$ cat config.mk
export PLATFORM = sky130hd
export DESIGN_NAME = uart_verici
export DESIGN_NICKNAME = d
export VERILOG_FILES = /design/src/rtl/uart_verici.sv
export SDC_FILE = /design/constraint.sdc
export NUM_CORES = 1
export LEC_CHECK = 0
export BUFFER_PORTS_ARGS = -buffer_cell sky130_fd_sc_hd__buf_2
export CAP_MARGIN = 15
export CORE_ASPECT_RATIO = 0.7
export CORE_MARGIN = 1.5
export CORE_UTILIZATION = 39
export DETAILED_ROUTE_END_ITERATION = 8
export SLEW_MARGIN = 20
export SYNTH_ARGS = -nofsm -noshare
export SYNTH_HDL_FRONTEND = slang
export SYNTH_SLANG_ARGS = --single-unit
export TNS_END_PERCENT = 20
$ cat constraint.sdc
create_clock -name clk_i -period 3.5 [get_ports clk_i]
set_clock_uncertainty 0.1 [all_clocks]
set_input_delay 0.35 -clock clk_i [delete_from_list [all_inputs] [get_ports clk_i]]
set_output_delay 0.35 -clock clk_i [all_outputs]
set_load 0.02 [all_outputs]
$ cat src/rtl/uart_verici.sv
// UART transmitter: bytes enter a small FIFO and leave as start, 8 data bits LSB first, then stop bits.
// Latency: tx_o falls one cycle after a byte is accepted while idle; hazir_o is low only while the FIFO is full.
module uart_verici #(
    parameter int FIFO_DERINLIK = 4,
    parameter int STOP_BIT      = 1
) (
    input  logic        clk_i,
    input  logic        rstn_i,
    input  logic [7:0]  gonderilecek_veri_i,
    input  logic        gonderilecek_gecerli_i,
    output logic        hazir_o,
    input  logic [15:0] baud_div_i,
    output logic        mesgul_o,
    output logic        tx_o
);
    localparam int AW = $clog2(FIFO_DERINLIK);
    localparam int CW = AW + 1;
    localparam logic STOP_SON = 1'(STOP_BIT - 1);

    typedef enum logic [1:0] {BOSTA, START, VERI, STOP} durum_t;

    logic [7:0]    mem_q [FIFO_DERINLIK];
    logic [AW-1:0] wr_ptr_q, wr_ptr_d, rd_ptr_q, rd_ptr_d;
    logic [CW-1:0] count_q, count_d;
    durum_t        state_q, state_d;
    logic [15:0]   baud_q, baud_d, cnt_q, cnt_d;
    logic [2:0]    bit_idx_q, bit_idx_d;
    logic          stop_cnt_q, stop_cnt_d;
    logic [7:0]    shift_q, shift_d;
    logic          tx_q, tx_d, mesgul_q, mesgul_d;
    logic          push, pop, fifo_bos, bit_son;

    assign hazir_o  = (count_q != CW'(FIFO_DERINLIK));
    assign mesgul_o = mesgul_q;
    assign tx_o     = tx_q;

    always_comb begin
        push       = gonderilecek_gecerli_i & hazir_o;
        pop        = 1'b0;
        fifo_bos   = (count_q == '0);
        bit_son    = (cnt_q == baud_q);
        state_d    = state_q;
        baud_d     = baud_q;
        cnt_d      = bit_son ? 16'd0 : cnt_q + 16'd1;
        bit_idx_d  = bit_idx_q;
        stop_cnt_d = stop_cnt_q;
        shift_d    = shift_q;
        tx_d       = tx_q;
        wr_ptr_d   = wr_ptr_q;
        rd_ptr_d   = rd_ptr_q;

        case (state_q)
            BOSTA: begin
                tx_d  = 1'b1;
                cnt_d = 16'd0;
                if (!fifo_bos) begin
                    pop     = 1'b1;
                    state_d = START;
                    tx_d    = 1'b0;
                end
            end
            START: begin
                if (bit_son) begin
                    state_d   = VERI;
                    bit_idx_d = 3'd0;
                    tx_d      = shift_q[0];
                end
            end
            VERI: begin
                if (bit_son) begin
                    if (bit_idx_q == 3'd7) begin
                        state_d    = STOP;
                        stop_cnt_d = 1'b0;
                        tx_d       = 1'b1;
                    end else begin
                        bit_idx_d = bit_idx_q + 3'd1;
                        tx_d      = shift_q[bit_idx_q + 3'd1];
                    end
                end
            end
            STOP: begin
                if (bit_son) begin
                    if (stop_cnt_q == STOP_SON) begin
                        // Chain straight into the next start bit when more data is waiting.
                        if (!fifo_bos) begin
                            pop     = 1'b1;
                            state_d = START;
                            tx_d    = 1'b0;
                        end else begin
                            state_d = BOSTA;
                            tx_d    = 1'b1;
                        end
                    end else begin
                        stop_cnt_d = stop_cnt_q + 1'b1;
                    end
                end
            end
            default: state_d = BOSTA;
        endcase

        // Frame start: load the head byte and freeze the bit period for the whole frame.
        if (pop) begin
            shift_d  = mem_q[rd_ptr_q];
            rd_ptr_d = rd_ptr_q + AW'(1);
            baud_d   = baud_div_i;
            cnt_d    = 16'd0;
        end
        if (push) begin
            wr_ptr_d = wr_ptr_q + AW'(1);
        end
        count_d  = count_q + CW'(push) - CW'(pop);
        mesgul_d = (state_d != BOSTA) || (count_d != '0);
    end

    always_ff @(posedge clk_i) begin
        if (push) begin
            mem_q[wr_ptr_q] <= gonderilecek_veri_i;
        end
    end

    always_ff @(posedge clk_i or negedge rstn_i) begin
        if (!rstn_i) begin
            state_q    <= BOSTA;
            wr_ptr_q   <= '0;
            rd_ptr_q   <= '0;
            count_q    <= '0;
            baud_q     <= 16'd0;
            cnt_q      <= 16'd0;
            bit_idx_q  <= 3'd0;
            stop_cnt_q <= 1'b0;
            shift_q    <= 8'd0;
            tx_q       <= 1'b1;
            mesgul_q   <= 1'b0;
        end else begin
            state_q    <= state_d;
            wr_ptr_q   <= wr_ptr_d;
            rd_ptr_q   <= rd_ptr_d;
            count_q    <= count_d;
            baud_q     <= baud_d;
            cnt_q      <= cnt_d;
            bit_idx_q  <= bit_idx_d;
            stop_cnt_q <= stop_cnt_d;
            shift_q    <= shift_d;
            tx_q       <= tx_d;
            mesgul_q   <= mesgul_d;
        end
    end
endmodule

==> impl_metrics.json, run 1 <==
{
  "status": "finished, final reports clean",
  "wirelength_um": 10500,
  "path_class": "reg -> reg",
  "die_area_sq_um": 12200,
  "hold_class": "in -> reg",
  "rsz0062_at_grt": "no",
  "ys_seq_area_frac": 0.516,
  "num_rows": 32,
  "utilization": 0.463,
  "post_cts_buffers": 0,
  "crit_path_max_fanout": 6,
  "cts_tree": "done",
  "synth_most_common_cell": "nand2_1",
  "clockBufferDepth": 2,
  "insertion_delay_ps": 340,
  "maxSlewViolCount": 0,
  "cts_made_buffers": 9,
  "antenna_cells": 0,
  "critPathBufInv": 1,
  "netlist_area_sq_um": 4490,
  "synth_fp_nets": 452,
  "fillers": 1026,
  "place_congestion": 0.826,
  "boundaryPins": 30,
  "drt_iter0_markers": 296,
  "cp_cell_sequence": "xor2_1 > nor4_2 > and4_4 > nand2_4 > a21oi_1 > ha_1 > inv_1 > ha_1 > fa_1 > nor3_2 > nand2_1 > a21oi_1 > o211ai_1",
  "num_vias": 3284,
  "avgSynthCellArea_sq_um": 10.9,
  "ys.flop_type": "dfrtp_1",
  "portBuffers": 29,
  "drc": 0,
  "crit_cells": 13,
  "fin_crit_ps": 3230,
  "finalSetupTns_ps": 0,
  "synth_warnings": 0,
  "synth-seq-cells": 86,
  "yosysTopAreaCell": "dfrtp_1",
  "cp.arrival_ps": 3340,
  "ant_nets": 0,
  "core_sq_um": 11100,
  "hold_depth": 1,
  "wl_per_cell_um": 17.7,
  "worst_pin_slew_ps": 707,
  "p_leak_nw": 2.06,
  "synth_edf_count": 32,
  "slew_headroom": 0.529,
  "synth_top_area_frac": 0.296,
  "syn2layout_area_growth_pct": 14.4,
  "p_total_mw": 4.65,
  "grt_usage": 0.183,
  "dp_hpwl_um": 6920,
  "crit_slowest_cell": "dfrtp_1",
  "slowest_delay_ps": 450,
  "cts.root.buffer_cell": "clkbuf_16",
  "path_clk_slew_ps": 70,
  "die_y_um": 92.7,
  "fmax_mhz": 310,
  "power_density_nw_per_um2": 906,
  "synthTopCellsByCount": "nand2_1 (73), dfrtp_1 (53), edfxtp_1 (32)",
  "via_per_inst": 5.53,
  "reg2reg_depth": 13,
  "yosysUniqueCellTypes": 45,
  "ir_drop_v": 0.000485,
  "async_flop_share": 0.628,
  "grt_max_degree": 45,
  "worstPathRequired_ps": 3610,
  "hold_viol_final": 0,
  "drive_gt1_frac": 0.177,
  "setup_violations": 0,
  "cap_viol_max_count": 0,
  "setup.worst_path.start_class": "flip-flop",
  "end_kind": "flip-flop",
  "synth_top_cells_by_area": "dfrtp_1 (30%), edfxtp_1 (21%), nand2_1 (6.1%)",
  "die_w_um": 131,
  "cts_max_level": 3,
  "start_util": 0.405,
  "period_share": 0.923,
  "synth_cells": 411,
  "final_nets": 477,
  "grt_pass1_vias": 3179,
  "antenna_found_initial": 0,
  "grt_first_pass_wirelength_um": 17100,
  "drt_pre_antenna_iters": 5,
  "critical_path.top_delay_family": "simple AND/OR/NAND/NOR gates",
  "cts.sinks": 86,
  "grt-ovfl-total": 0
}
worst register-to-register path, stage by stage (launching register included):
cell and delay, ps:
dfrtp_1 450, xor2_1 210, nor4_2 400, and4_4 320, nand2_4 50, a21oi_1 160
ha_1 240, inv_1 60, ha_1 160, fa_1 450, nor3_2 200, nand2_1 70
a21oi_1 130, o211ai_1 110
flip-flops by register name, indices dropped and copies added, names as in the netlist:
register and count:
baud_q 16, bit_idx_q 3, mem_q 32, rd_ptr_q 2, wr_ptr_q 2, state_q 2
shift_q 8, mesgul_o 1, cnt_q 16, count_q 3, tx_o 1
layer usage:
| metal | part of all wire | vias up | global-route usage |
|---|---|---|---|
| met3 | 0.076 | 6 | 0.0493 |
| met4 | 0.0074 | 0 | 0.0337 |
| li1 | - | 1548 | - |
| met1 | 0.48 | 1617 | 0.269 |
| met5 | 0 | - | 0 |
| met2 | 0.43 | 113 | 0.273 |
cells by family after synthesis:
family | share of synthesized area
buffers and inverters | 0.0363
adders and majority gates | 0.0407
muxes | 0.0527
and+or+nand+nor | 0.180
AOI/OAI and AO/OA | 0.109
xor gates and xnor gates | 0.0655
DFF | 0.516
per-stage QoR:
| step | setup WS [ps] | instance area [sq um] | hold WS [ps] | instances |
|---|---|---|---|---|
| floorplan | 462 | 4490 | -45.6 | 411 |
| global placement | 313 | 4780 | 390 | 577 |
| detailed placement | 207 | 4780 | 398 | 577 |
| CTS | 197 | 5090 | 108 | 593 |
| global route | 7.60 | 5130 | 116 | 594 |
| finish | 270 | 5130 | 121 | 594 |
worst paths after layout:
kind                               end  slack, ps                    from
max                           mesgul_o        270                cnt_q[2]
max in group asynchronous     cnt_q[8]       2220                  rstn_i
min in group asynchronous    baud_q[0]        460                  rstn_i
min                        mem_q[3][7]        120  gonderilecek_veri_i[7]
max reg2reg                   mesgul_o        270                cnt_q[2]
min reg2reg                   cnt_q[0]        430                cnt_q[0]
where the power goes:
group / internal [mW] / switching (mW)
Clock: 0.584 / 0.427
Combinational: 0.865 / 1.17
Sequential: 1.35 / 0.254
Total: 2.80 / 1.85
cell type report:
cell class	instances	area [sq um]	area share
clock inverter	6	75.1	0.0146
sequential	86	2310	0.451
tap	153	191	0.0373
inverter	11	41.3	0.00804
multi-input combinational	288	2040	0.397
clock buffer	10	239	0.0466
timing repair buffer	40	233	0.0453
layout by cell type (no fill, tap or decap), drive strengths merged, types with 3 or more instances in the layout:
cell    Yosys  final
buf         8     39
o21ai       6      6
and2        4      4
a21oi       4      4
xnor2       6      6
xor2       25     25
and3        7      7
nand4       3      3
nand2      74     74
mux4       10     10
inv        10     13
nand3      23     23
a22o       11     11
nor3       29     29
dfrtp      53     53
nor2       20     20
edfxtp     32     32
nor4        4      4
ha         13     13
clkbuf     18     10
o211ai      5      5
a311o      24     24
timing repair:
item                       4_1_cts  5_1_grt
setup endpoints to repair        0        1
hold endpoints to repair         0       42
gates resized for setup          0        6
hold buffers                     0        1
(Power assumes the default switching activity.)
==> inputs of run 2 (changes only) <==
==> constraint.sdc (replaced) <==
create_clock -name clk_i -period 3.67 [get_ports clk_i]
set_clock_uncertainty 0.1 [all_clocks]
set_input_delay 0.367 -clock clk_i [delete_from_list [all_inputs] [get_ports clk_i]]
set_output_delay 0.367 -clock clk_i [all_outputs]
set_load 0.02 [all_outputs]
==> impl_metrics.json, run 2 (synthesis gave the netlist of run 1 again) <==
{
  "num_rows": 32,
  "place_area_sq_um": 4780,
  "ir_drop_v": 0.000438,
  "ant_nets": 0,
  "grt_pass1_vias": 3150,
  "post_cts_buffers": 0,
  "slew_headroom": 0.486,
  "cp_cell_sequence": "xor2_1 > nor4_2 > and4_1 > nand2_4 > a21oi_1 > ha_1 > inv_1 > ha_1 > fa_1 > xnor3_1 > nor3_1 > nand2_1 > a21oi_1 > o211ai_1",
  "syn2layout_area_growth_pct": 12.8,
  "largest_register_ffs": 32,
  "wirelength_um": 10200,
  "wl_per_cell_um": 17.2,
  "core_sq_um": 11100,
  "r2r-start": "cnt_q[8]",
  "reg2reg_slack_ps": 270,
  "portBuffers": 29,
  "dp_hpwl_um": 6910,
  "worst_pin_slew_ps": 770,
  "grt_usage": 0.181,
  "grt_max_degree": 33,
  "cts.sinks": 86,
  "reg.largest.list": "mem_q (32), baud_q (16), cnt_q (16)",
  "grt_first_pass_wirelength_um": 16900,
  "place_congestion": 0.775,
  "num_vias": 3275,
  "critical_path.top_delay_family": "simple AND/OR/NAND/NOR gates",
  "final_cell_mix": "nand2_1 (73), dfrtp_1 (53), edfxtp_1 (32)",
  "rsz0062_at_grt": "no",
  "antenna_found_initial": 0,
  "cap_viol_max_count": 0,
  "finalInstanceArea_sq_um": 5060,
  "path_clk_slew_ps": 70,
  "fmax_mhz": 294,
  "whs_ps": -1.87,
  "final_nets": 476,
  "startpoint": "cnt_q[8]",
  "grt-ovfl-total": 0,
  "finalSetupTns_ps": 0,
  "worstPathRequired_ps": 3780,
  "status": "finished, violations left",
  "via_per_inst": 5.52,
  "maxSlewViolCount": 0,
  "antenna_cells": 0,
  "reg2reg_depth": 14,
  "boundaryPins": 30,
  "drc": 0,
  "stdcell_count": 593,
  "drive_gt1_frac": 0.164,
  "path_class": "reg -> reg",
  "p_leak_nw": 2.03,
  "crit_slowest_cell": "dfrtp_1",
  "die_w_um": 131,
  "largest-register": "mem_q",
  "cts_hold_buf": 0,
  "dp_cells": 577,
  "p_total_mw": 4.28,
  "cts_max_level": 3,
  "slowest_delay_ps": 450,
  "crit_end": "mesgul_o",
  "cp.arrival_ps": 3510,
  "reg2reg_to": "mesgul_o",
  "crit_cells": 14,
  "setup.worst_path.start_class": "flip-flop",
  "critPathBufInv": 1,
  "utilization": 0.456,
  "cts_made_buffers": 9,
  "final_common_cell": "nand2_1",
  "crit_path_max_fanout": 5,
  "drt_iter0_markers": 216,
  "start_util": 0.405,
  "cts.root.buffer_cell": "clkbuf_16",
  "die_y_um": 92.7,
  "die_area_sq_um": 12200,
  "setup_violations": 0,
  "violations": "hold timing",
  "cts_tree": "done",
  "drt_pre_antenna_iters": 7,
  "end_kind": "flip-flop",
  "hold_class": "in -> async",
  "fin_crit_ps": 3400,
  "power_density_nw_per_um2": 845,
  "insertion_delay_ps": 340,
  "postCtsResizedCells": 0,
  "period_share": 0.926,
  "hold_viol_final": 3,
  "clockBufferDepth": 2
}
==> run 2: layer usage <==
layer | vias up | GRT usage | share of wire
met2 | 94 | 0.257 | 0.42
li1 | 1556 | - | -
met5 | - | 0 | 0
met1 | 1616 | 0.270 | 0.51
met4 | 0 | 0.0506 | 0.010
met3 | 9 | 0.0471 | 0.066
==> run 2: power by group <==
part / switching (mW) / leakage, nW / internal (mW)
Sequential: 0.235 / 0.930 / 1.28
Clock: 0.397 / 0.132 / 0.470
Combinational: 1.09 / 0.966 / 0.804
==> run 2: worst min-delay path by stage <==
stage	startpoint	end	slack [ps]	cells after the start
global route	rstn_i	baud_q[6]	50	1
floorplan	rstn_i	baud_q[0]	-30	0
finish	rstn_i	state_q[1]	-2	1
CTS	rstn_i	state_q[1]	20	1
detailed placement	rstn_i	baud_q[2]	380	1
global placement	rstn_i	cnt_q[0]	390	1
==> run 2: area by class of cell <==
cell class              instances  area, sq um
fillers                      1050         6030
flip-flops and latches         86         2310
multi-input cells             288         2010
clock buffers                  10          229
repair buffers                 39          220
well taps                     153          191
clock inverters                 6         52.6
inverters                      11         41.3
==> run 2: stage by stage <==
stage | hold WS, ps | setup slack [ps]
after CTS | 16.3 | 287
after detailed placement | 384 | 277
after floorplan | -28.6 | 632
after global placement | 388 | 404
final | -1.87 | 272
after global routing | 53.6 | 40.6
==> run 2: worst register-to-register path, stage by stage (launching register included) <==
cell and delay, ps:
dfrtp_1 450, xor2_1 190, nor4_2 440, and4_1 400, nand2_4 70, a21oi_1 170, ha_1 140, inv_1 40
ha_1 180, fa_1 370, xnor3_1 200, nor3_1 180, nand2_1 80, a21oi_1 150, o211ai_1 110
==> inputs of run 3 (changes only) <==
--- a/config.mk
+++ b/config.mk
@@ -8,9 +8,10 @@
 export BUFFER_PORTS_ARGS = -buffer_cell sky130_fd_sc_hd__buf_2
 export CAP_MARGIN = 15
 export CORE_ASPECT_RATIO = 0.7
-export CORE_MARGIN = 1.5
-export CORE_UTILIZATION = 39
+export CORE_MARGIN = 10
+export CORE_UTILIZATION = 50
 export DETAILED_ROUTE_END_ITERATION = 8
+export PLACE_DENSITY = 0.68
 export SLEW_MARGIN = 20
 export SYNTH_ARGS = -nofsm -noshare
 export SYNTH_HDL_FRONTEND = slang
==> impl_metrics.json, run 3 (synthesis gave the netlist of run 1 again) <==
{
  "power_density_nw_per_um2": 857,
  "boundaryPins": 30,
  "path_clk_slew_ps": 60,
  "hold_class": "in -> reg",
  "ant_nets": 0,
  "final_cell_mix": "nand2_1 (73), dfrtp_1 (53), edfxtp_1 (32)",
  "post_cts_buffers": 0,
  "place_congestion": 0.849,
  "postCtsResizedCells": 0,
  "ir_drop_v": 0.000445,
  "antenna_found_initial": 0,
  "cap_viol_max_count": 0,
  "num_rows": 28,
  "worstPathRequired_ps": 3760,
  "wirelength_um": 10400,
  "path_class": "reg -> reg",
  "largest_register_ffs": 32,
  "setup.worst_path.start_class": "flip-flop",
  "finalSetupTns_ps": 0,
  "end_kind": "flip-flop",
  "syn2layout_area_growth_pct": 12.0,
  "clockBufferDepth": 2,
  "wl_per_cell_um": 18.6,
  "drt_pre_antenna_iters": 4,
  "dp_hpwl_um": 7110,
  "die_y_um": 99.3,
  "insertion_delay_ps": 340,
  "reg.largest.list": "mem_q (32), baud_q (16), cnt_q (16)",
  "cts_tree": "done",
  "start_util": 0.523,
  "grt_usage": 0.163,
  "cp.arrival_ps": 3420,
  "worst_pin_slew_ps": 687,
  "fmax_mhz": 300,
  "num_vias": 3282,
  "portBuffers": 29,
  "drive_gt1_frac": 0.155,
  "cts.root.buffer_cell": "clkbuf_16",
  "die_w_um": 133,
  "grt_max_degree": 37,
  "drt_iter0_markers": 247,
  "core_sq_um": 8580,
  "cts_made_buffers": 9,
  "via_per_inst": 5.87,
  "maxSlewViolCount": 0,
  "rsz0062_at_grt": "no",
  "die_area_sq_um": 13200,
  "fillers": 721,
  "final_nets": 475,
  "grt_pass1_vias": 3354,
  "antenna_cells": 0,
  "drc": 0,
  "p_leak_nw": 2.03,
  "hold_viol_final": 0,
  "cts.sinks": 86,
  "finalInstanceArea_sq_um": 5020,
  "p_total_mw": 4.31,
  "setup_violations": 0,
  "largest-register": "mem_q",
  "fin_crit_ps": 3330,
  "crit_path_max_fanout": 5,
  "cts_max_level": 3,
  "final_common_cell": "nand2_1",
  "grt_first_pass_wirelength_um": 17400,
  "slew_headroom": 0.542,
  "period_share": 0.909,
  "place_area_sq_um": 4720,
  "status": "finished, final reports clean",
  "grt-ovfl-total": 0
}
-- run 3: changes by cell type in the layout (fill, tap and decap cells not counted), sizes merged --
cell and change:
buf -2, clkinvlp -1, bufinv +1, clkinv +3, inv -3, dlygate4sd3 +1
-- run 3: repair_timing --
action                                  4_1_cts  5_1_grt
hold endpoints to repair                     25        0
hold buffers                                  1        0
endpoints found under the setup margin        0        0
-- run 3: final cells by class --
class	instances	area [sq um]	area share
inverters	11	41.3	0.00822
multi-input cells	288	2010	0.401
clock inverters	6	62.6	0.0125
flip-flops and latches	86	2310	0.460
clock buffers	10	229	0.0456
well taps	120	150	0.0299
repair buffers	38	215	0.0428
-- run 3: report_power, final --
group / internal, mW / switching, mW / total (mW)
clock: 0.525 / 0.366 / 0.891
sequential: 1.28 / 0.239 / 1.52
combinational: 0.799 / 1.09 / 1.89
total: 2.61 / 1.70 / 4.31
-- run 3: worst paths after layout --
check	from	end	slack [ps]	depth (start not counted)
min in group asynchronous	rstn_i	bit_idx_q[2]	500	2
worst max-delay path	baud_q[14]	mesgul_o	340	14
worst min register to register	cnt_q[0]	cnt_q[0]	400	1
worst max register to register	baud_q[14]	mesgul_o	340	14
max in group asynchronous	rstn_i	wr_ptr_q[0]	2140	3
worst min-delay path	gonderilecek_veri_i[2]	mem_q[0][2]	140	1
-- run 3: per-stage QoR --
stage               hold WS (ps)   util  setup slack [ps]  cells
global placement             329  0.550               536    542
finish                       144  0.585               336    559
global route                 140  0.585               125    559
detailed placement           334  0.550               403    542
CTS                          136  0.585               369    559
floorplan                  -28.6      -               632    411
-- run 3: worst max-delay path: stages, from the launching register on --
cell and delay (ps):
dfrtp_1 400, xor2_1 170, nor4_1 430, and4_1 410, nand2_4 70, a21oi_1 150
ha_1 130, inv_1 40, ha_1 180, fa_1 390, xnor3_1 210, nor3_1 160
nand2_1 80, a21oi_1 140, o211ai_1 120
-- run 3: per-layer routing --
| layer | up-vias | track usage | part of all wire |
|---|---|---|---|
| met2 | 115 | 0.229 | 0.42 |
| met5 | - | 0 | 0 |
| met4 | 0 | 0.0392 | 0.0061 |
| met1 | 1614 | 0.238 | 0.50 |
| met3 | 11 | 0.0513 | 0.076 |
| li1 | 1542 | - | - |
